===== src/rtl/gpr_wb_arbiter.sv =====
// Register-file write-port scheduler: pipeline writeback has priority, long-latency
// results wait in a small FIFO; a per-register scoreboard stalls decode on pending results.
module gpr_wb_arbiter #(
  parameter int unsigned BUF_DEPTH    = 2,
  parameter int unsigned STARVE_LIMIT = 4
) (
  input  logic        clock,
  input  logic        reset,
  input  logic        wb_valid,
  input  logic [4:0]  wb_num,
  input  logic [31:0] wb_data,
  input  logic        llu_issue,
  input  logic [4:0]  llu_issue_num,
  input  logic        llu_valid,
  input  logic [4:0]  llu_num,
  input  logic [31:0] llu_data,
  output logic        llu_ready,
  input  logic [4:0]  rs,
  input  logic [4:0]  rt,
  input  logic [4:0]  rd_chk,
  output logic        stall,
  output logic        reg_write,
  output logic [4:0]  num_write,
  output logic [31:0] data_write,
  output logic [31:0] busy_mask
);

  localparam int unsigned PtrW = (BUF_DEPTH > 1) ? $clog2(BUF_DEPTH) : 1;
  localparam int unsigned CntW = PtrW + 1;
  localparam int unsigned AgeW = $clog2(STARVE_LIMIT + 1);

  logic [4:0]      buf_num  [BUF_DEPTH];
  logic [31:0]     buf_data [BUF_DEPTH];
  logic [PtrW-1:0] wr_ptr_q, rd_ptr_q;
  logic [CntW-1:0] count_q;
  logic [AgeW-1:0] age_q, age_d;
  logic [31:0]     busy_q, busy_d;

  logic        empty, full, push, pop, pipe_grant, starve;
  logic [4:0]  head_num;
  logic [31:0] head_data;

  assign empty      = (count_q == '0);
  assign full       = (count_q == CntW'(BUF_DEPTH));
  assign head_num   = buf_num[rd_ptr_q];
  assign head_data  = buf_data[rd_ptr_q];
  assign pipe_grant = wb_valid && (wb_num != 5'd0);
  assign llu_ready  = !full && !reset;
  assign push       = llu_valid && llu_ready;
  assign pop        = !reset && !pipe_grant && !empty;
  assign starve     = (age_q >= AgeW'(STARVE_LIMIT));
  assign busy_mask  = busy_q;
  assign stall      = !reset && (busy_q[rs] || busy_q[rt] || busy_q[rd_chk] || starve);

  always_comb begin
    reg_write  = 1'b0;
    num_write  = 5'd0;
    data_write = 32'd0;
    if (!reset) begin
      if (pipe_grant) begin
        reg_write  = 1'b1;
        num_write  = wb_num;
        data_write = wb_data;
      end else if (!empty) begin
        // A result for r0 is still popped, just never written.
        reg_write  = (head_num != 5'd0);
        num_write  = head_num;
        data_write = head_data;
      end
    end
  end

  always_comb begin
    busy_d = busy_q;
    if (pop && head_num != 5'd0) busy_d[head_num] = 1'b0;
    // A new issue to the same register overrides the clear.
    if (llu_issue && llu_issue_num != 5'd0) busy_d[llu_issue_num] = 1'b1;
    busy_d[0] = 1'b0;
  end

  always_comb begin
    age_d = age_q;
    if (empty || pop) age_d = '0;
    else if (!starve) age_d = age_q + AgeW'(1);
  end

  always_ff @(posedge clock) begin
    if (reset) begin
      wr_ptr_q <= '0;
      rd_ptr_q <= '0;
      count_q  <= '0;
      age_q    <= '0;
      busy_q   <= '0;
    end else begin
      if (push) wr_ptr_q <= wr_ptr_q + PtrW'(1);
      if (pop)  rd_ptr_q <= rd_ptr_q + PtrW'(1);
      case ({push, pop})
        2'b10:   count_q <= count_q + CntW'(1);
        2'b01:   count_q <= count_q - CntW'(1);
        default: count_q <= count_q;
      endcase
      age_q  <= age_d;
      busy_q <= busy_d;
    end
  end

  always_ff @(posedge clock) begin
    if (push) begin
      buf_num[wr_ptr_q]  <= llu_num;
      buf_data[wr_ptr_q] <= llu_data;
    end
  end

endmodule


===== config.mk =====
export PLATFORM = sky130hd
export DESIGN_NAME = gpr_wb_arbiter
export DESIGN_NICKNAME = d
export VERILOG_FILES = /design/src/rtl/gpr_wb_arbiter.sv
export SDC_FILE = /design/constraint.sdc
export NUM_CORES = 1
export LEC_CHECK = 0
export CORE_ASPECT_RATIO = 0.75
export CORE_MARGIN = 2
export CORE_UTILIZATION = 50
export CTS_CLUSTER_DIAMETER = 50
export DETAILED_ROUTE_END_ITERATION = 6
export DONT_BUFFER_PORTS = 1
export HOLD_SLACK_MARGIN = 0.15
export PLACE_DENSITY_LB_ADDON = 0.3
export SYNTH_ARGS = -nofsm -noshare
export SYNTH_HDL_FRONTEND = slang
export SYNTH_SLANG_ARGS = --single-unit

===== constraint.sdc =====
create_clock -name clock -period 3.58 [get_ports clock]
set_input_delay 1.074 -clock clock [delete_from_list [all_inputs] [get_ports clock]]
set_output_delay 1.074 -clock clock [all_outputs]
set_load 0.05 [all_outputs]

==> results of run 1 <==
==> what timing repair did <==
item / in CTS / in global routing
cloned: 0 / 1
pin swaps: 2 / 1
gates resized for setup: 3 / 39
setup buffers: 0 / 4
endpoints found under the setup margin: 23 / 35
==> flip-flops by register name, summed over array words and instances, names as in the netlist, named ones only <==
| register | flops |
|---|---|
| age_q | 3 |
| buf_data | 64 |
| busy_mask | 31 |
| rd_ptr_q | 1 |
| wr_ptr_q | 1 |
| buf_num | 10 |
| count_q | 2 |
==> per-stage QoR <==
step | setup TNS [ns] | worst slack (ns)
after global placement | -0.06746 | -0.06746
after CTS | -0.005510 | -0.004612
after global routing | -0.7504 | -0.07338
after detailed placement | -0.4747 | -0.04352
final | -0.05272 | -0.01739
after floorplan | -2.308 | -0.1217
==> final cells by class <==
class / count / area (µm²) / area share
well taps: 140 / 175.2 / 0.02286
flip-flops and latches: 113 / 3008 / 0.3925
multi-input cells: 354 / 3008 / 0.3925
clock inverters: 13 / 137.6 / 0.01796
repair buffers: 68 / 857.1 / 0.1118
clock buffers: 19 / 432.9 / 0.05649
inverters: 12 / 45.04 / 0.005878
==> layer usage <==
metal  routed length (µm)  track usage
met1                 6688       0.3386
met5                    0            0
met2                 7523       0.3974
met4                  223      0.09129
met3                 1939       0.1289
==> worst min path at each step <==
stage             startpoint             to  slack [ns]  depth (start not counted)
5_1_grt           count_q[1]     count_q[1]        0.53                          2
3_3_place_gp   busy_mask[11]  busy_mask[11]        0.47                          2
3_5_place_dp      count_q[1]     count_q[1]        0.49                          2
2_1_floorplan     count_q[1]     count_q[1]        0.47                          2
6_report          count_q[1]     count_q[1]        0.50                          2
4_1_cts           count_q[1]     count_q[1]        0.50                          2
==> tightest hold or removal path, stage by stage, from the launching register on <==
cell and delay (ns):
dfxtp_1 0.33, o21ai_0 0.07, a21oi_1 0.06
==> where the power goes <==
part,switching [W],internal (W)
combinational,0.000389,0.000246
clock,0.000594,0.00102
sequential,0.0000276,0.00144
==> logic make-up (layout without fill, tap and decap cells) <==
family / count (synthesis) / count (layout)
buffers and inverters: 42 / 112
multiplexers: 67 / 67
adder cells (fa/ha/maj): 3 / 3
AND/OR/NAND/NOR: 150 / 150
AO/OA/AOI/OAI: 128 / 128
XOR/XNOR: 5 / 5
flip-flops: 113 / 113
other: 1 / 1
==> cells in the final DEF (no fill, tap or decap), types with 3 or more instances in the layout <==
master	count
edfxtp_1	74
xor2_1	4
nor3_1	5
nand2_2	16
a21oi_1	36
nor2b_1	7
mux2_2	6
inv_1	12
o22a_4	15
dfxtp_1	35
nor2_4	3
nand4_2	3
nor3b_1	5
o21ai_1	10
nand3_1	4
mux2i_1	41
and3_1	4
clkinvlp_4	4
o211ai_1	3
dfxtp_2	4
o21ai_0	20
buf_12	26
o21ai_4	21
clkbuf_16	18
nor2_1	33
ha_1	3
buf_4	40
mux4_2	18
or3_1	3
nand2_1	50
==> flow_metrics.tcl, run 1 <==
set metrics [dict create \
    clk_pin_slew_worst_paths_ns 0.05 \
    worstPathCellList "or4_4, o21ai_4, buf_6, nor2_1, nor2_4, buf_12" \
    synth_edf_count 74 \
    synth.mux.area_fraction 0.1579 \
    power.density_nw_per_um2 485.7 \
    cp-endpoint "num_write[4]" \
    rsz0062_at_grt "yes" \
    critPathRequiredTime_ns 2.51 \
    cp-start-kind "input port" \
    status "finished, violations left" \
    period_share 1.005 \
    grt_max_degree 42 \
    synth_compound_area_frac 0.1398 \
    drt_drc_violations_left 0 \
    stdcell_count 719 \
    cts_root_buf "clkbuf_16" \
    dp.cells 682 \
    critPathLaunch "wb_num[2]" \
    path_delay_family "simple AND/OR/NAND/NOR gates" \
    synth_top_cell_by_area "edfxtp_1" \
    synthTopCellsByArea "edfxtp_1 39%, dfxtp_1 14%, mux2i_1 7.1%" \
    yosysTopAreaCellShare 0.3863 \
    wl_per_cell_um 22.77 \
    place.gp.congestion 0.9735 \
    syn_to_final_growth_pct 33.21 \
    grt.overflow.total 0 \
    hold_ws_ns 0.5016 \
    synth_commonest_cells "74 x edfxtp_1, 66 x nand2_1, 41 x mux2i_1" \
    syn-mean-instance-area_um2 11.30 \
    synth_area_um2 5753 \
    post-dp-hpwl_um 11880 \
    drv_cap 0 \
    synth_seq_cells 113 \
    via_per_inst 6.248 \
    dr.pass1.iters 5 \
    cts_hold_buf 0 \
    r2r-end "count_q[1]" \
    slowest_delay_ns 0.53 \
    path_buf_inv 2 \
    worst_slew_pin_slew_ns 0.7651 \
    fin_skew_ns 0.009469 \
    synthSimpleGateAreaFrac 0.1261 \
    die-area_um2 12390 \
    cts_buffers 17 \
    die_height_um 96.90 \
    fillCellCount 767 \
    arrival_ns 2.52 \
    synth.most_common_cell "edfxtp_1" \
    p_total_w 0.003722 \
    slew_headroom 0.4893 \
    synth_cell_types 61 \
    final_util 0.6926 \
    synth_nets 611 \
    synthXorXnorAreaFrac 0.007612 \
    fp.coreArea_um2 11070 \
    path_class "in -> out" \
    fp.dieW_um 127.9 \
    cts_tree "built" \
    r2r_start "count_q[0]" \
    synth-main-ff-cell "edfxtp_1" \
    hp-class "reg -> reg" \
    htreeDepth 4 \
    reg2reg_depth 9 \
    design_area_um2 7664 \
    start_util 0.5199 \
    ff2ff_setup_slack_ns 1.46 \
    finalCriticalPeriod_ns 3.597 \
    row_count 33 \
    cp_max_fo 23 \
    nets 668 \
    peakVddDrop_mv 0.3880 \
    hold_violations 0 \
    p_leak_nw 2.580 \
    violations "negative setup slack" \
    place_area_um2 6839 \
    synth_top_family_by_area "multiplexers" \
    ys_seq_area_frac 0.5220 \
    clkLatencyLatePin_ns 0.41 \
    clock_sinks 113 \
    n_antenna_cell 0 \
    fmax_mhz 278.0 \
    setup_violations 6 \
    syn-instance-count 509 \
    io_pins 171 \
    antenna_found_initial 0 \
    grt.total_usage 0.2660 \
    first_global_vias 4490 \
    async_flop_share 0 \
    drt-total-wl_um 16370 \
    vias 4492 \
    synth-adder-area-share 0.006525 \
    grt_pass1_wl_um 24700 \
    fin_ws_ns -0.01739 \
    port_buffers 0 \
    drtIter0Drc 374 \
    ys_warn_count 0 \
    crit_cells 6 \
    cp_slowest_cell "or4_4" \
    timing.final.max_slew_violations 0 \
    ant_nets 0 \
    clockBufferDepth 2 \
    drive_gt1_frac 0.3454 \
    end_kind "output port" \
]
Power figures use the tool's default switching activity.
==> run 2, diff against run 1 <==
CAP_MARGIN = 25   (was default)
==> results of run 2 <==
No change in the layout: final DEF, timing and power equal those of run 1.
